### config.mk
export PLATFORM = sky130hd
export DESIGN_NAME = semaphore_monitor
export DESIGN_NICKNAME = d
export VERILOG_FILES = /design/src/rtl/semaphore_pkg.sv /design/src/rtl/semaphore_dwell_cnt.sv /design/src/rtl/semaphore_monitor.sv
export SDC_FILE = /design/constraint.sdc
export NUM_CORES = 1
export LEC_CHECK = 0
export BUFFER_PORTS_ARGS = -buffer_cell sky130_fd_sc_hd__buf_2
export CAP_MARGIN = 10
export CORE_MARGIN = 2
export CORE_UTILIZATION = 45
export CTS_BUF_LIST = sky130_fd_sc_hd__clkbuf_2
export DETAILED_ROUTE_END_ITERATION = 16
export PLACE_DENSITY_LB_ADDON = 0.08
export RECOVER_POWER = 50
export SLEW_MARGIN = 10
export SYNTH_ARGS = -nofsm -noshare
export SYNTH_HDL_FRONTEND = slang
export SYNTH_SLANG_ARGS = --single-unit
### constraint.sdc
create_clock -name clk -period 2.45 [get_ports clk]
set_input_delay 0 -clock clk [delete_from_list [all_inputs] [get_ports clk]]
set_output_delay 0 -clock clk [all_outputs]
set_load 0.01 [all_outputs]
### src/rtl/semaphore_pkg.sv
// Shared definitions for the traffic-light controller and its monitor:
// phase encodings, default dwell lengths, error-flag bit positions and
// small decode helpers.
package semaphore_pkg;

    typedef enum logic [1:0] {
        PH_DARK   = 2'd0,
        PH_RED    = 2'd1,
        PH_YELLOW = 2'd2,
        PH_GREEN  = 2'd3
    } phase_e;

    localparam int unsigned RED_CYC_DEF    = 51;
    localparam int unsigned YELLOW_CYC_DEF = 11;
    localparam int unsigned GREEN_CYC_DEF  = 31;

    localparam int unsigned DWELL_W = 8;

    // Bit positions inside err_flags
    localparam int unsigned ERR_MULTI = 0;
    localparam int unsigned ERR_SEQ   = 1;
    localparam int unsigned ERR_TIME  = 2;
    localparam int unsigned ERR_START = 3;

    // Phase indicated by a single-lamp sample (caller screens out multi-lamp).
    function automatic phase_e lamp_to_phase(input logic r, input logic y, input logic g);
        phase_e ph;
        if (r)      ph = PH_RED;
        else if (y) ph = PH_YELLOW;
        else if (g) ph = PH_GREEN;
        else        ph = PH_DARK;
        return ph;
    endfunction

    // Legal lamp-to-lamp steps; lit->dark is judged separately via enable history.
    function automatic logic legal_step(input phase_e from_ph, input phase_e to_ph);
        logic ok;
        ok = 1'b0;
        case (from_ph)
            PH_DARK:   ok = (to_ph == PH_RED);
            PH_RED:    ok = (to_ph == PH_YELLOW);
            PH_YELLOW: ok = (to_ph == PH_GREEN);
            PH_GREEN:  ok = (to_ph == PH_RED);
            default:   ok = 1'b0;
        endcase
        return ok;
    endfunction

endpackage

### src/rtl/semaphore_dwell_cnt.sv
// Saturating dwell counter for the current lit phase.
// Ports:
//   clk, rst      clock, asynchronous active-high reset
//   load          load load_val (takes priority over en)
//   load_val      value loaded on phase entry / exit
//   en            count one sample (stops at all-ones)
//   limit         expected dwell for the current phase
//   at_limit      count == limit
//   below_limit   count <  limit
//   sat           count is at its maximum
module semaphore_dwell_cnt
    import semaphore_pkg::*;
(
    input  logic               clk,
    input  logic               rst,
    input  logic               load,
    input  logic [DWELL_W-1:0] load_val,
    input  logic               en,
    input  logic [DWELL_W-1:0] limit,
    output logic               at_limit,
    output logic               below_limit,
    output logic               sat
);

    logic [DWELL_W-1:0] count;

    always_ff @(posedge clk or posedge rst) begin
        if (rst) begin
            count <= '0;
        end else if (load) begin
            count <= load_val;
        end else if (en && !sat) begin
            count <= count + 1'b1;
        end
    end

    assign sat         = (count == '1);
    assign at_limit    = (count == limit);
    assign below_limit = (count < limit);

endmodule

### src/rtl/semaphore_monitor.sv
// Passive checker for a red/yellow/green traffic-light controller.
// Tracks the lamp phase, checks sequencing, dwell time, start-up and
// lamp exclusivity, and counts completed green->red cycles.
// Ports:
//   clk, rst     clock, asynchronous active-high reset
//   enable       enable driving the observed controller
//   red/yellow/green  observed lamps
//   clear        synchronous clear of err_flags and cycles
//   phase        current tracked phase (0 dark, 1 red, 2 yellow, 3 green)
//   err_flags    sticky {start, time, seq, multi}
//   err_pulse    one-cycle pulse on any newly detected error
//   cycles       completed green->red transitions, saturating
module semaphore_monitor
    import semaphore_pkg::*;
#(
    parameter int unsigned RED_CYC    = RED_CYC_DEF,
    parameter int unsigned YELLOW_CYC = YELLOW_CYC_DEF,
    parameter int unsigned GREEN_CYC  = GREEN_CYC_DEF
) (
    input  logic       clk,
    input  logic       rst,
    input  logic       enable,
    input  logic       red,
    input  logic       yellow,
    input  logic       green,
    input  logic       clear,
    output logic [1:0] phase,
    output logic [3:0] err_flags,
    output logic       err_pulse,
    output logic [7:0] cycles
);

    phase_e             state_q, state_d;
    logic               en_prev_q;
    logic [1:0]         lamp_cnt;
    logic               multi, any_lit;
    phase_e             lit_ph;

    logic               dw_load, dw_en;
    logic [DWELL_W-1:0] dw_load_val, dw_limit;
    logic               dw_at_limit, dw_below, dw_sat;

    logic [3:0]         det;
    logic               cyc_inc;

    assign lamp_cnt = 2'(red) + 2'(yellow) + 2'(green);
    assign multi    = (lamp_cnt > 2'd1);
    assign any_lit  = red | yellow | green;
    assign lit_ph   = lamp_to_phase(red, yellow, green);

    always_comb begin
        dw_limit = '0;
        case (state_q)
            PH_RED:    dw_limit = DWELL_W'(RED_CYC);
            PH_YELLOW: dw_limit = DWELL_W'(YELLOW_CYC);
            PH_GREEN:  dw_limit = DWELL_W'(GREEN_CYC);
            default:   dw_limit = '0;
        endcase
    end

    semaphore_dwell_cnt u_dwell (
        .clk         (clk),
        .rst         (rst),
        .load        (dw_load),
        .load_val    (dw_load_val),
        .en          (dw_en),
        .limit       (dw_limit),
        .at_limit    (dw_at_limit),
        .below_limit (dw_below),
        .sat         (dw_sat)
    );

    // State register and enable history
    always_ff @(posedge clk or posedge rst) begin
        if (rst) begin
            state_q   <= PH_DARK;
            en_prev_q <= 1'b0;
        end else begin
            state_q   <= state_d;
            en_prev_q <= enable;
        end
    end

    // Next state: follow the lit lamp; a multi-lamp sample freezes state and dwell
    always_comb begin
        state_d     = state_q;
        dw_load     = 1'b0;
        dw_load_val = '0;
        dw_en       = 1'b0;
        if (!multi) begin
            if (lit_ph == state_q) begin
                dw_en = (state_q != PH_DARK);
            end else begin
                state_d     = lit_ph;
                dw_load     = 1'b1;
                dw_load_val = (lit_ph == PH_DARK) ? DWELL_W'(0) : DWELL_W'(1);
            end
        end
    end

    // Error detection for the current sample
    always_comb begin
        det     = '0;
        cyc_inc = 1'b0;
        if (multi) begin
            det[ERR_MULTI] = 1'b1;
        end else if (lit_ph == state_q) begin
            if (state_q == PH_DARK) begin
                det[ERR_START] = enable && en_prev_q;
            end else begin
                // Next sample would reach limit+1; fires once because the count moves past
                det[ERR_TIME] = dw_at_limit && !dw_sat;
            end
        end else begin
            if (lit_ph == PH_DARK) begin
                det[ERR_SEQ] = en_prev_q;
            end else begin
                det[ERR_SEQ] = !legal_step(state_q, lit_ph);
            end
            // Underrun is waived when enable was already low (controller abort)
            if (state_q != PH_DARK && dw_below && en_prev_q) begin
                det[ERR_TIME] = 1'b1;
            end
            cyc_inc = (state_q == PH_GREEN) && (lit_ph == PH_RED);
        end
        if (any_lit && !enable && !en_prev_q) begin
            det[ERR_SEQ] = 1'b1;
        end
    end

    // Registered outputs; a detection in the clear cycle survives the clear
    always_ff @(posedge clk or posedge rst) begin
        if (rst) begin
            err_flags <= '0;
            err_pulse <= 1'b0;
            cycles    <= '0;
        end else begin
            err_flags <= (clear ? 4'b0000 : err_flags) | det;
            err_pulse <= |det;
            if (clear) begin
                cycles <= {7'b0, cyc_inc};
            end else if (cyc_inc && cycles != 8'hFF) begin
                cycles <= cycles + 8'd1;
            end
        end
    end

    assign phase = state_q;

endmodule

# Word-level counts from Yosys, hierarchy flattened
# Index checks and enable logic that the tools add are counted.
# totals
mem_bits_rw	0
rom_bits	0
register_bits	24
word_cells	80
latch_bits	0
mem_count	0
# op_classes
addsub	4
n_eq_ne	10
bitwise	5
div_mod_pow	0
reduce_logical	21
multipliers	0
shifts	0
magnitude_cmp	2
n_mux	32
# op_table
cell	n
2-to-1 mux 8 bit	4
2-to-1 mux 1 bit	21
one-hot mux 6 bit (3 select lines)	1
adder 8 x 1 -> 8 bit, second input constant	2
logical AND 1 bit	9
== test 2 bit, second input constant	4
== test 8 x 6 -> 1 bit	1
== test 8 bit, second input constant	1
less-than comparator 8 x 6 -> 1 bit	1
inequality test 8 bit, second input constant	1
2-to-1 mux 2 bit	3
nonzero test 2 bit	3
== test 2 x 1 -> 1 bit, second input constant	2
logical NOT 1 bit	4
logical NOT 2 bit	2
2-to-1 mux 4 bit	1
OR 4 bit	1
OR reduction 4 bit	1
2-to-1 mux 3 bit	1
one-hot mux 1 bit (3 select lines)	1
adder 1 x 1 -> 2 bit	1
adder 2 x 1 -> 2 bit	1
== test 2 bit	1
greater-than comparator 2 x 1 -> 1 bit, second input constant	1
4 further kinds	6

# Logic depth before layout (Yosys ltp)
# depth
depth_word	14
ltp_mapped	10
ltp_nobuf	10

# By module
# From an unflattened synthesis, not the netlist that was laid out.
# unflattened
hier_cells	192
hier_area_um2	1704.1
# by_module_without_submodules
mod	cells_per_inst	seq_area_each_um2	area_each_um2	n_inst
semaphore_monitor	107	400.4	1007.2	1
semaphore_dwell_cnt	85	200.2	696.9	1

# Least setup slack after synthesis
# No wires, ideal clock.
# synth_timing
path_type	reg2reg
startpoint	register state_q[0] (netlist: phase[0])
endpoint	register err_pulse
setup_ns	0.070
required_time_ns	2.380
synth_period_minus_slack_ns	2.270
path_stages_with_launch	11
t_arrival_ns	2.199
slack_ns	0.180
cell_sequence	dfrtp_1 > inv_1 > ha_1 > inv_1 > o21ai_0 > ha_1 > nand2_1 > nor4_1 > nand3_1 > or3_4 > nand4_1
# synth_via
elab_chain_len	12
# synth_rtl
item	line_no	source
start: declaration	semaphore_monitor.sv:33	phase_e state_q, state_d;
start signal: assignment	semaphore_monitor.sv:79	state_q <= state_d;
parallel branches: the longest is 9 deep, another holds less-than comparator 8 x 6 -> 1 bit	-	
2-to-1 mux 3 bit *	semaphore_monitor.sv:105	if (multi) begin
2-to-1 mux 1 bit	semaphore_monitor.sv:126	if (any_lit && !enable && !en_prev_q) begin
OR reduction 4 bit *	semaphore_monitor.sv:139	err_pulse <= |det;
end signal: assignment	semaphore_monitor.sv:139	
end: declaration	semaphore_monitor.sv:29	output logic err_pulse,
# Mark *: on every way between the ends. The select of a mux whose other input is x is not followed.
# A chain may end at the register's enable or synchronous reset.

# Worst setup path after layout
# Ends and elaborated chain as after synthesis.

==> results by group <==
GRT
  – Number of global-route vias before repair: 1,264
  – First-pass GRT wire length: 6.00 mm
  – Total gr overflow: 0
  – Largest net degree at the start of global routing: 25
  – Total GRT Usage: 19.0%
  – Initial antenna violation count: 0

Drt
  – # DRC: 0
  – Starting DRT DRC Count: 75
  – Avg WL per Cell: 13.9 µm
  – Detailed Route WL: 3.43 mm
  – DRT Pass-1 Iters: 4
  – Routed Antenna Nets: 0
  – DR vias/cell: 5.37
  – DR vias: 1,327

Setup path
  – Worst EP required: 2.73 ns
  – Max stage delay on crit path: 0.46 ns
  – Flop-to-flop setup slack: 0.23 ns
  – CP Max Fanout: 4
  – Crit start category: flip-flop
  – Worst path bufs/invs: 2
  – Crit-path cells: inv_1 > ha_1 > inv_1 > o21ai_0 > ha_1 > nand2_1 > nor4_2 > nand3_1 > or3_4 > nand4_1
  – Worst setup path startpoint: phase[0]
  – Instance count on the critical path: 10
  – Worst path top cell family by delay: simple AND/OR/NAND/NOR gates
  – Critical R2R Launch: phase[0]
  – CP Class: flip-flop to flip-flop
  – CP Capture Type: flip-flop
  – Worst path arrival time: 2.51 ns
  – Critical path's slowest cell: dfrtp_1
  – FF-to-FF path depth: 10

Cells and area
  – Fillers: 342
  – P&R area growth vs syn: 12.9%
  – Diodes inserted: 0
  – Nets: 223
  – Share of cells above drive strength 1: 10.9%

STA
  – Final setup fails: 0
  – Post-route worst setup slack: 0.227 ns
  – Rel. slew slack: 37.4%
  – Final TNS setup: 0 ns
  – Final hold slack: 0.0435 ns
  – RSZ-0062 raised after global routing: no
  – Final min period: 2.22 ns
  – Worst slew pin tran: 0.938 ns
  – Final hold violations: 0
  – Fin crit share: 90.7%
  – Clk_skew: 0.0111 ns
  – Max-slew violations: 0
  – FMAX: 450 MHz

Floorplanning
  – Die ar.: 0.00398 mm²
  – Die Wd: 63.1 µm
  – Core area: 0.00334 mm²
  – Row count: 21
  – Chip Height: 63.1 µm
  – Ports: 22
  – Initial Utilization: 47.0%

Hold path
  – HP Class: input pin to flip-flop
  – Hold path depth: 3
  – HP Start: green

Place
  – Port buffer count: 21
  – Worst slack, placed: 0.229 ns
  – Hpwl dp: 2.54 mm
  – Final GP Congestion: 0.897

Power
  – Leak pwr: 0.000764 µW
  – PwrDens: 536 mW/mm²
  – VDD IR-drop max: 279 µV

Synthesis
  – Ys flop type: dfrtp_1
  – Register area share after synthesis: 38.3%
  – Mapped Area: 0.00157 mm²
  – Yosys warns: 0
  – Synthesized area per cell: 9.07 µm²
  – Distinct cell type count after synthesis: 42
  – Post-synth EDFFs: 0
  – Synth Register Bits: 24
  – Synth area leader: dfrtp_1
  – Share of the synthesized area in the top cell type: 38.3%
  – Syn_nets: 194
  – Synth area leaders: dfrtp_1, ha_1, nor2_1
  – Async set-reset flop share out of synthesis: 100%
  – Mapped Cells: 173

Clocking
  – Later-pin clock latency in the skew report: 0.34 ns
  – Post-CTS Setup Bufs: 0
  – Root Driver: clkbuf_2
  – Number of CTS-inserted buffers: 3
  – Clk buf depth: 2
  – CTS sink cnt: 24
  – H-Tree Depth: 1
  – CTS tree: yes
  – Clock transition at the registers of the reported paths: 0.23 ns

Run
  – Total of max-cap violations: 0

Status
  – Status: completed
==> cells in the final DEF (no fill, tap or decap), types with 2 or more instances in the layout <==
cell and count:
xor2_1 2, dfrtp_1 24, ha_1 14, and4bb_2 3, nand4_1 2, o32ai_1 2, nor2_1 19, nor3_1 5
buf_2 4, or3_1 3, clkbuf_1 17, or2_2 2, a21oi_1 13, a211oi_1 2, clkbuf_2 3, nand2_1 11
nor2b_1 2, dlygate4sd3_1 3, inv_1 18, buf_4 4, o21ai_0 9, xnor2_1 8, nand3_1 8
==> final timing paths <==
path                                          to
worst max register to register         err_pulse
worst min-delay path                    phase[0]
worst max-delay path                   err_pulse
worst min register to register         cycles[7]
min in group asynchronous           err_flags[1]
max in group asynchronous       u_dwell.count[4]
==> kinds of logic after synthesis <==
family          synth area share [%]
mux                            0.638
buf+inv                         5.82
compound gates                  16.4
flops                           38.3
simple gates                    22.1
xor+xnor                        5.58
fa+ha+maj                       11.2
==> per-stage QoR <==
step,total power [µW],util [%],std cells,area (µm²)
floorplan,702,-,173,1570
global placement,797,52.1,240,1740
detailed placement,803,52.1,240,1740
CTS,965,53.5,247,1790
global route,1040,53.1,247,1770
finish,949,53.1,247,1770
==> layout make-up <==
class,instances,area (µm²),area share [%]
clock buffer,3,15.0,0.847
clock inverter,1,3.75,0.212
inverter,18,67.6,3.81
multi-input combinational,127,883,49.9
sequential,24,601,33.9
tap,46,57.6,3.25
timing repair buffer,28,144,8.12
==> power breakdown <==
group | switching, µW | internal (µW) | total (µW)
logic | 185 | 138 | 324
clock network | 118 | 35.5 | 153
registers | 37.3 | 435 | 472
total | 340 | 609 | 949
==> sequential cells by signal, summed over array words and instances (netlist names) <==
signal and count:
cycles 8, u_dwell.count 8, err_flags 4, phase 2, en_prev_q 1, err_pulse 1
==> cell usage after synthesis, drive strengths merged (3+ instances only) <==
master and count:
and4bb 3, xnor2 8, or3 4, nand2 11, o21ai 9, a211oi 3
nor2 19, ha 14, nor3 5, dfrtp 24, nand3 8, a21oi 13
inv 18
==> worst reg2reg max path, stage by stage, from the launching register on <==
cell and delay [ns]:
dfrtp_1 0.46, inv_1 0.12, ha_1 0.22, inv_1 0.08, o21ai_0 0.09, ha_1 0.28, nand2_1 0.07, nor4_2 0.27
nand3_1 0.12, or3_4 0.39, nand4_1 0.08
==> metal layers <==
metal | global-route usage [%] | part of all wire [%] | vias up
met5 | 0 | 0 | -
met4 | 4.72 | 0.67 | 0
met3 | 3.93 | 3.6 | 2
met2 | 29.4 | 44 | 30
met1 | 27.1 | 52 | 627
li1 | - | - | 668
==> timing repair <==
action,4_1_cts,5_1_grt
hold endpoints to repair,33,0
hold buffers,3,0
setup endpoints to repair,0,2
resized for setup,0,1
(Power assumes the default switching activity.)
